`config.mk`:
```
export PLATFORM = sky130hd
export DESIGN_NAME = delay_var_en
export DESIGN_NICKNAME = d
export VERILOG_FILES = /design/src/rtl/delay_var_en_pkg.sv /design/src/rtl/delay_var_en_ctrl.sv /design/src/rtl/delay_var_en.sv
export SDC_FILE = /design/constraint.sdc
export NUM_CORES = 1
export LEC_CHECK = 0
export ABC_AREA = 0
export ABC_CLOCK_PERIOD_IN_PS = 3640
export BUFFER_PORTS_ARGS = -buffer_cell sky130_fd_sc_hd__buf_4
export CORE_UTILIZATION = 30
export DETAILED_ROUTE_END_ITERATION = 6
export GPL_ROUTABILITY_DRIVEN = 1
export MAX_ROUTING_LAYER = met4
export SLEW_MARGIN = 20
export SYNTH_ARGS = -nofsm -noshare
export SYNTH_HDL_FRONTEND = slang
export SYNTH_SLANG_ARGS = --single-unit
```
`constraint.sdc`:
```
create_clock -name clk -period 3.64 [get_ports clk]
set_input_delay 0.546 -clock clk [delete_from_list [all_inputs] [get_ports clk]]
set_output_delay 0.546 -clock clk [all_outputs]
set_load 0.02 [all_outputs]
```
`src/rtl/delay_var_en_pkg.sv`:
```
// delay_var_en_pkg: shared CNN-common helpers for width derivation
package delay_var_en_pkg;

   // Ceiling log2, usable in parameter expressions
   function automatic int clog2(input int v);
      int r;
      r = 0;
      for (int x = v - 1; x > 0; x = x >> 1) r++;
      return r;
   endfunction

endpackage

```
`src/rtl/delay_var_en_ctrl.sv`:
```
// delay_var_en_ctrl: pointer, fill count, programmed delay and config error tracking
module delay_var_en_ctrl import delay_var_en_pkg::*; #(
   parameter int MAX_DELAY     = 64,
   parameter int DEFAULT_DELAY = 8,
   parameter int DELAY_W       = clog2(MAX_DELAY + 1),
   parameter int AW            = (MAX_DELAY > 1) ? clog2(MAX_DELAY) : 1
) (
   input  logic               clk,
   input  logic               reset,
   input  logic               en_i,
   input  logic               cfg_load_i,
   input  logic [DELAY_W-1:0] delay_cfg_i,
   output logic [AW-1:0]      ptr_o,
   output logic               we_o,
   output logic               out_valid_o,
   output logic [DELAY_W-1:0] cur_delay_o,
   output logic               cfg_err_o
);

   localparam logic [DELAY_W-1:0] ONE   = DELAY_W'(1);
   localparam logic [DELAY_W-1:0] MAX_D = DELAY_W'(MAX_DELAY);
   localparam logic [DELAY_W-1:0] DEF_D = DELAY_W'(DEFAULT_DELAY);

   logic [DELAY_W-1:0] ptr_q, ptr_d, fill_q, fill_d, delay_q, delay_d;
   logic               err_q, err_d, cfg_ok;

   // A load flushes the line and wins over En; otherwise advance and wrap at delay-1
   always_comb begin
      cfg_ok  = (delay_cfg_i != '0) && (delay_cfg_i <= MAX_D);
      we_o    = en_i && !cfg_load_i;
      ptr_d   = cfg_load_i ? '0 : !we_o ? ptr_q : (ptr_q == delay_q - ONE) ? '0 : ptr_q + ONE;
      fill_d  = cfg_load_i ? '0 : (we_o && fill_q != delay_q) ? fill_q + ONE : fill_q;
      delay_d = (cfg_load_i && cfg_ok) ? delay_cfg_i : delay_q;
      err_d   = err_q || (cfg_load_i && !cfg_ok);
   end

   // Control state; error flag is sticky until reset
   always_ff @(posedge clk or negedge reset) begin
      if (!reset) begin
         ptr_q   <= '0;
         fill_q  <= '0;
         delay_q <= DEF_D;
         err_q   <= 1'b0;
      end else begin
         ptr_q   <= ptr_d;
         fill_q  <= fill_d;
         delay_q <= delay_d;
         err_q   <= err_d;
      end
   end

   assign ptr_o       = ptr_q[AW-1:0];
   assign out_valid_o = (fill_q == delay_q);
   assign cur_delay_o = delay_q;
   assign cfg_err_o   = err_q;

endmodule

```
`src/rtl/delay_var_en.sv`:
```
// delay_var_en: runtime-programmable, En-gated delay line on a circular register buffer
module delay_var_en import delay_var_en_pkg::*; #(
   parameter int SIG_DATA_WIDTH = 1,
   parameter int MAX_DELAY      = 64,
   parameter int DEFAULT_DELAY  = 8,
   parameter int DELAY_W        = clog2(MAX_DELAY + 1)
) (
   input  logic                      clk,
   input  logic                      reset,
   input  logic                      En,
   input  logic [SIG_DATA_WIDTH-1:0] Data_In,
   input  logic                      Cfg_Load,
   input  logic [DELAY_W-1:0]        Delay_Cfg,
   output logic [SIG_DATA_WIDTH-1:0] Data_Out,
   output logic                      Out_Valid,
   output logic [DELAY_W-1:0]        Cur_Delay,
   output logic                      Cfg_Err
);

   localparam int AW = (MAX_DELAY > 1) ? clog2(MAX_DELAY) : 1;

   logic [SIG_DATA_WIDTH-1:0] mem_q [MAX_DELAY];
   logic [AW-1:0]             ptr;
   logic                      we;

   delay_var_en_ctrl #(
      .MAX_DELAY    (MAX_DELAY),
      .DEFAULT_DELAY(DEFAULT_DELAY),
      .DELAY_W      (DELAY_W),
      .AW           (AW)
   ) u_ctrl (
      .clk        (clk),
      .reset      (reset),
      .en_i       (En),
      .cfg_load_i (Cfg_Load),
      .delay_cfg_i(Delay_Cfg),
      .ptr_o      (ptr),
      .we_o       (we),
      .out_valid_o(Out_Valid),
      .cur_delay_o(Cur_Delay),
      .cfg_err_o  (Cfg_Err)
   );

   // Write the sample at the shared pointer; reset wipes every entry
   always_ff @(posedge clk or negedge reset) begin
      if (!reset) begin
         for (int i = 0; i < MAX_DELAY; i++) mem_q[i] <= '0;
      end else if (we) begin
         mem_q[ptr] <= Data_In;
      end
   end

   // The entry about to be overwritten is the oldest sample, i.e. the delayed output
   assign Data_Out = mem_q[ptr];

endmodule

```
After elaboration in Yosys (flattened, before gate mapping) --
Cells that the tools add are included.
Word-level totals: register bits 86, input bits 12, logic and storage cells 101
Operators by class: add/sub/neg operators 3, $lt $le $gt $ge 3, equality and inequality tests 3, mux-type cells 11, bitwise operators 1, reduce and logical (&&, ||, !) cells 12
Operator list (count):
- $bwmux 64 | 1
- $mux 7 | 5
- $add 7x1->7 const B | 2
- $eq 7x7->1 | 2
- $ge 7x7->1 const B | 1
- $le 7x7->1 const B | 1
- $lt 7x1->1 const B | 1
- $ne 7x7->1 | 1
- $not 6->7 | 1
- $reduce_bool 7->1 | 1
- $sub 7x1->7 const B | 1
- $bmux 1 s6 | 1
- $demux 1 s6 | 1
- $logic_and 1x1->1 | 6
- $reduce_bool 2->1 | 2
- $mux 1 | 3
- $logic_not 1->1 | 2
- $logic_or 1x1->1 | 1

Logic depth before layout (Yosys ltp) --
depth in word-level cells 6, depth in mapped cells 8

Cells and area by module --
From an unflattened synthesis, not the netlist that was laid out.
Unflattened totals: cells, all modules 428, area total of the unflattened synthesis 4817.1 um2
Modules (own cells, without submodules):
- delay_var_en | instances 1, cells each 286, area each 3358.2 um2, sequential area each 1601.5 um2
- delay_var_en_ctrl | instances 1, cells each 142, area each 1458.9 um2, sequential area each 551.8 um2

Worst setup path after synthesis --
No wires, ideal clock.
path kind register to output, start register u_ctrl.ptr_q[0], end output Data_Out, data arrival time 1.888 ns, required time 3.094 ns, setup slack 1.206 ns, cell stages (with the launch flop) 8, path through dfrtp_1 > buf_2 > buf_2 > mux2_1 > a221oi_1 > o22ai_1 > a22oi_1 > nand4_1
Between the ends: cells in the longest elaborated chain, start to end 4
RTL lines:
- start, declared | line delay_var_en_ctrl.sv:24 | logic [DELAY_W-1:0] ptr_q, ptr_d, fill_q, fill_d, delay_q, delay_d;
- start signal, assigned | line delay_var_en_ctrl.sv:45 | ptr_q <= ptr_d;
- $not 6->7 (not written as such) | line delay_var_en.sv:54 | assign Data_Out = mem_q[ptr];
- $bmux 1 s6 | line delay_var_en.sv:54
- $mux 1 (not written as such) (2 in a row) | line delay_var_en.sv:54
- end, declared | line delay_var_en.sv:14 | output logic [SIG_DATA_WIDTH-1:0] Data_Out,
Every way passes these cells. The select of a mux whose other input is x is not followed.

Worst setup path after layout --
Ends and elaborated chain as after synthesis.

==> flow_metrics.tcl <==
set metrics [dict create \
    cp-start-kind "flop" \
    powerDensity_mw_per_mm2 421 \
    grt_overflow 0 \
    core_sq_mm 0.0154 \
    drv_slew 0 \
    path_delay_family "flip-flops" \
    synth-async-reset-ratio_pct 100 \
    finalSetupViolCount 0 \
    yosysUniqueCellTypes 58 \
    syn_inst 449 \
    fmax_ghz 0.305 \
    synth_nets 464 \
    synth_area_leaders "dfrtp_1 (44%), mux2_1 (18%), nor2_1 (4.3%)" \
    tritoncts "done" \
    yosysSeqAreaShare_pct 45.0 \
    p_leak_nw 2.43 \
    grt_setup_unrepaired "no" \
    clock_latency_ns 0.34 \
    die-area_sq_mm 0.0164 \
    cts_setup_buffers 0 \
    ys_warn_count 0 \
    firstDrtPassIters 4 \
    rows 45 \
    final_hold_viol_count 0 \
    area_growth_pct 13.5 \
    clkPwrFrac_pct 42.6 \
    routed_wl_microns 11000 \
    layout.nets 469 \
    setup_slack_ns 0.357 \
    tns_ns 0 \
    drive_above_1_share_pct 13.1 \
    wl_per_cell_microns 16.4 \
    slew_headroom_pct 41.4 \
    cts_buffers 9 \
    worstReg2RegStart "u_ctrl.ptr_q[0]" \
    port_buffers 21 \
    viasPerCell 5.12 \
    vias 3423 \
    period_share_pct 90.2 \
    dieWidth_microns 128 \
    path_buf_inv 2 \
    vdd_ir_drop_max_mv 0.238 \
    start_util_pct 31.1 \
    outcome "completed" \
    dp.cells 654 \
    synth_area_leader_cell "dfrtp_1" \
    path_clk_slew_ns 0.06 \
    switching_share_pct 25.4 \
    cap_violations 0 \
    ys_seq_elements 86 \
    r2r_end "mem_q[58]" \
    seq_area_sq_mm 0.00215 \
    path_class "reg -> out" \
    worstSetupEndpointType "output pin" \
    p_seq_share_pct 45.8 \
    max_stage_delay_ns 0.66 \
    synthTopCellsByCount "dfrtp_1 (85), mux2_1 (77), nor2_1 (55), nand2_1 (39), clkbuf_1 (23)" \
    cp_cell_sequence "buf_4 -> mux2_1 -> a221o_1 -> a22oi_1 -> o22a_1 -> nand4_1 -> buf_4" \
    skew_ns 0.00418 \
    finalPower_mw 2.29 \
    yosysMostFrequentCell "dfrtp_1" \
    final_core_util_pct 35.3 \
    hpwl_microns 7750 \
    p_switching_mw 0.581 \
    required_ns 3.09 \
    drtIter0Drc 259 \
    htreeDepth 3 \
    antenna_found_initial 0 \
    reg2regPathDepth 5 \
    finalNonFillerCells 669 \
    yosys_most_used_dff "dfrtp_1" \
    cp.depth 7 \
    crit_slowest_cell "dfrtp_1" \
    drc 0 \
    rrSetupSlack_ns 1.17 \
    fin_crit_ns 3.28 \
    cpMostUsedCell "buf_4" \
    synth_area_per_cell_sq_um 10.7 \
    place_congestion 0.903 \
    cts.sinks 86 \
    synth_top_area_share_pct 44.5 \
    cts_root_buffer "clkbuf_16" \
    n_fill_cell 1486 \
    grt.total_usage_pct 15.0 \
    ant_nets 0 \
    critPathArrivalTime_ns 2.74 \
    p_int_mw 1.70 \
    cts_resized 0 \
    grt_max_degree 84 \
    grt_pass1_wl_microns 18800 \
    p_comb_share_pct 11.7 \
    crit_fanout 28 \
    synth-edff-count 0 \
    antenna_cells 0 \
    ios 22 \
    postCtsHoldBufs 0 \
    tightest_slew_ns 0.879 \
    multi_input_area_sq_mm 0.00246 \
    syn_area_sq_mm 0.00478 \
    holdCritPathClass "in -> async" \
    die-height_microns 128 \
    clk_path_buf_depth 2 \
    post-place-ws_ns 0.691 \
    grt_pass1_vias 3403 \
]
[sequential cells by signal, summed over array words and instances (netlist names)]
| signal | count |
|---|---|
| mem_q | 64 |
| u_ctrl.cfg_err_o | 1 |
| u_ctrl.ptr_q | 7 |
| u_ctrl.fill_q | 7 |
| u_ctrl.cur_delay_o | 7 |
[final cells by class]
| type | instances | area share, % |
|---|---|---|
| multi-input cells | 322 | 45.3 |
| flip-flops and latches | 86 | 39.7 |
| well taps | 211 | 4.87 |
| clock buffers | 10 | 4.22 |
| repair buffers | 27 | 3.80 |
| clock inverters | 5 | 1.54 |
| inverters | 8 | 0.553 |
[power by group through the flow]
| stage | Combinational (mW) | Sequential [mW] | Clock (mW) |
|---|---|---|---|
| 2_1_floorplan | 0.196 | 1.04 | 0 |
| 3_3_place_gp | 0.261 | 1.06 | 0 |
| 3_5_place_dp | 0.269 | 1.06 | 0 |
| 4_1_cts | 0.270 | 1.05 | 0.998 |
| 5_1_grt | 0.296 | 1.05 | 1.04 |
| 6_report | 0.267 | 1.05 | 0.973 |
[layer usage]
metal / up-vias / track usage, % / part of all wire, %
met1: 1712 / 21.3 / 49
met5: - / - / 0
li1: 1629 / - / -
met2: 70 / 21.7 / 45
met3: 12 / 2.30 / 3.9
met4: 0 / 5.33 / 2.1
[how the worst max path moves through the flow]
stage / from / endpoint
after floorplan: u_ctrl.ptr_q[0] / Data_Out
after global placement: u_ctrl.ptr_q[0] / Data_Out
after detailed placement: u_ctrl.ptr_q[0] / Data_Out
after CTS: u_ctrl.ptr_q[0] / Data_Out
after global routing: u_ctrl.ptr_q[0] / Data_Out
final: u_ctrl.ptr_q[0] / Data_Out
[cells in the final DEF, fill, tap and decap left out, types with 3 or more instances in the layout]
cell type,count
ha_1,3
clkbuf_16,9
nand3b_1,5
nand2_1,39
and3_1,5
mux2i_1,5
inv_1,5
mux4_2,6
a221oi_1,7
xor2_1,5
o21ai_1,3
nor2_1,55
a22o_1,3
mux2_1,77
a21oi_1,8
o21ai_0,9
o22ai_1,3
nand4_1,10
inv_2,3
nor2b_1,4
nand2b_1,3
nor3_1,5
dfrtp_1,85
a32o_1,4
xnor2_1,12
nand3_1,12
buf_4,26
[through the flow]
stage | area (sq um) | hold slack [ns]
2_1_floorplan | 4780 | 0.250
3_3_place_gp | 5110 | 0.445
3_5_place_dp | 5110 | 0.446
4_1_cts | 5420 | 0.425
5_1_grt | 5430 | 0.319
6_report | 5430 | 0.251
[cell families after synthesis]
logic type,count (synthesis),share of synthesized area (%)
flip-flops,86,45.0
multiplexers,89,22.2
buffers and inverters,41,3.53
adder cells (fa/ha/maj),3,0.785
AND/OR/NAND/NOR,155,16.2
XOR/XNOR,18,3.58
AO/OA/AOI/OAI,57,8.66
(Power assumes the default switching activity.)
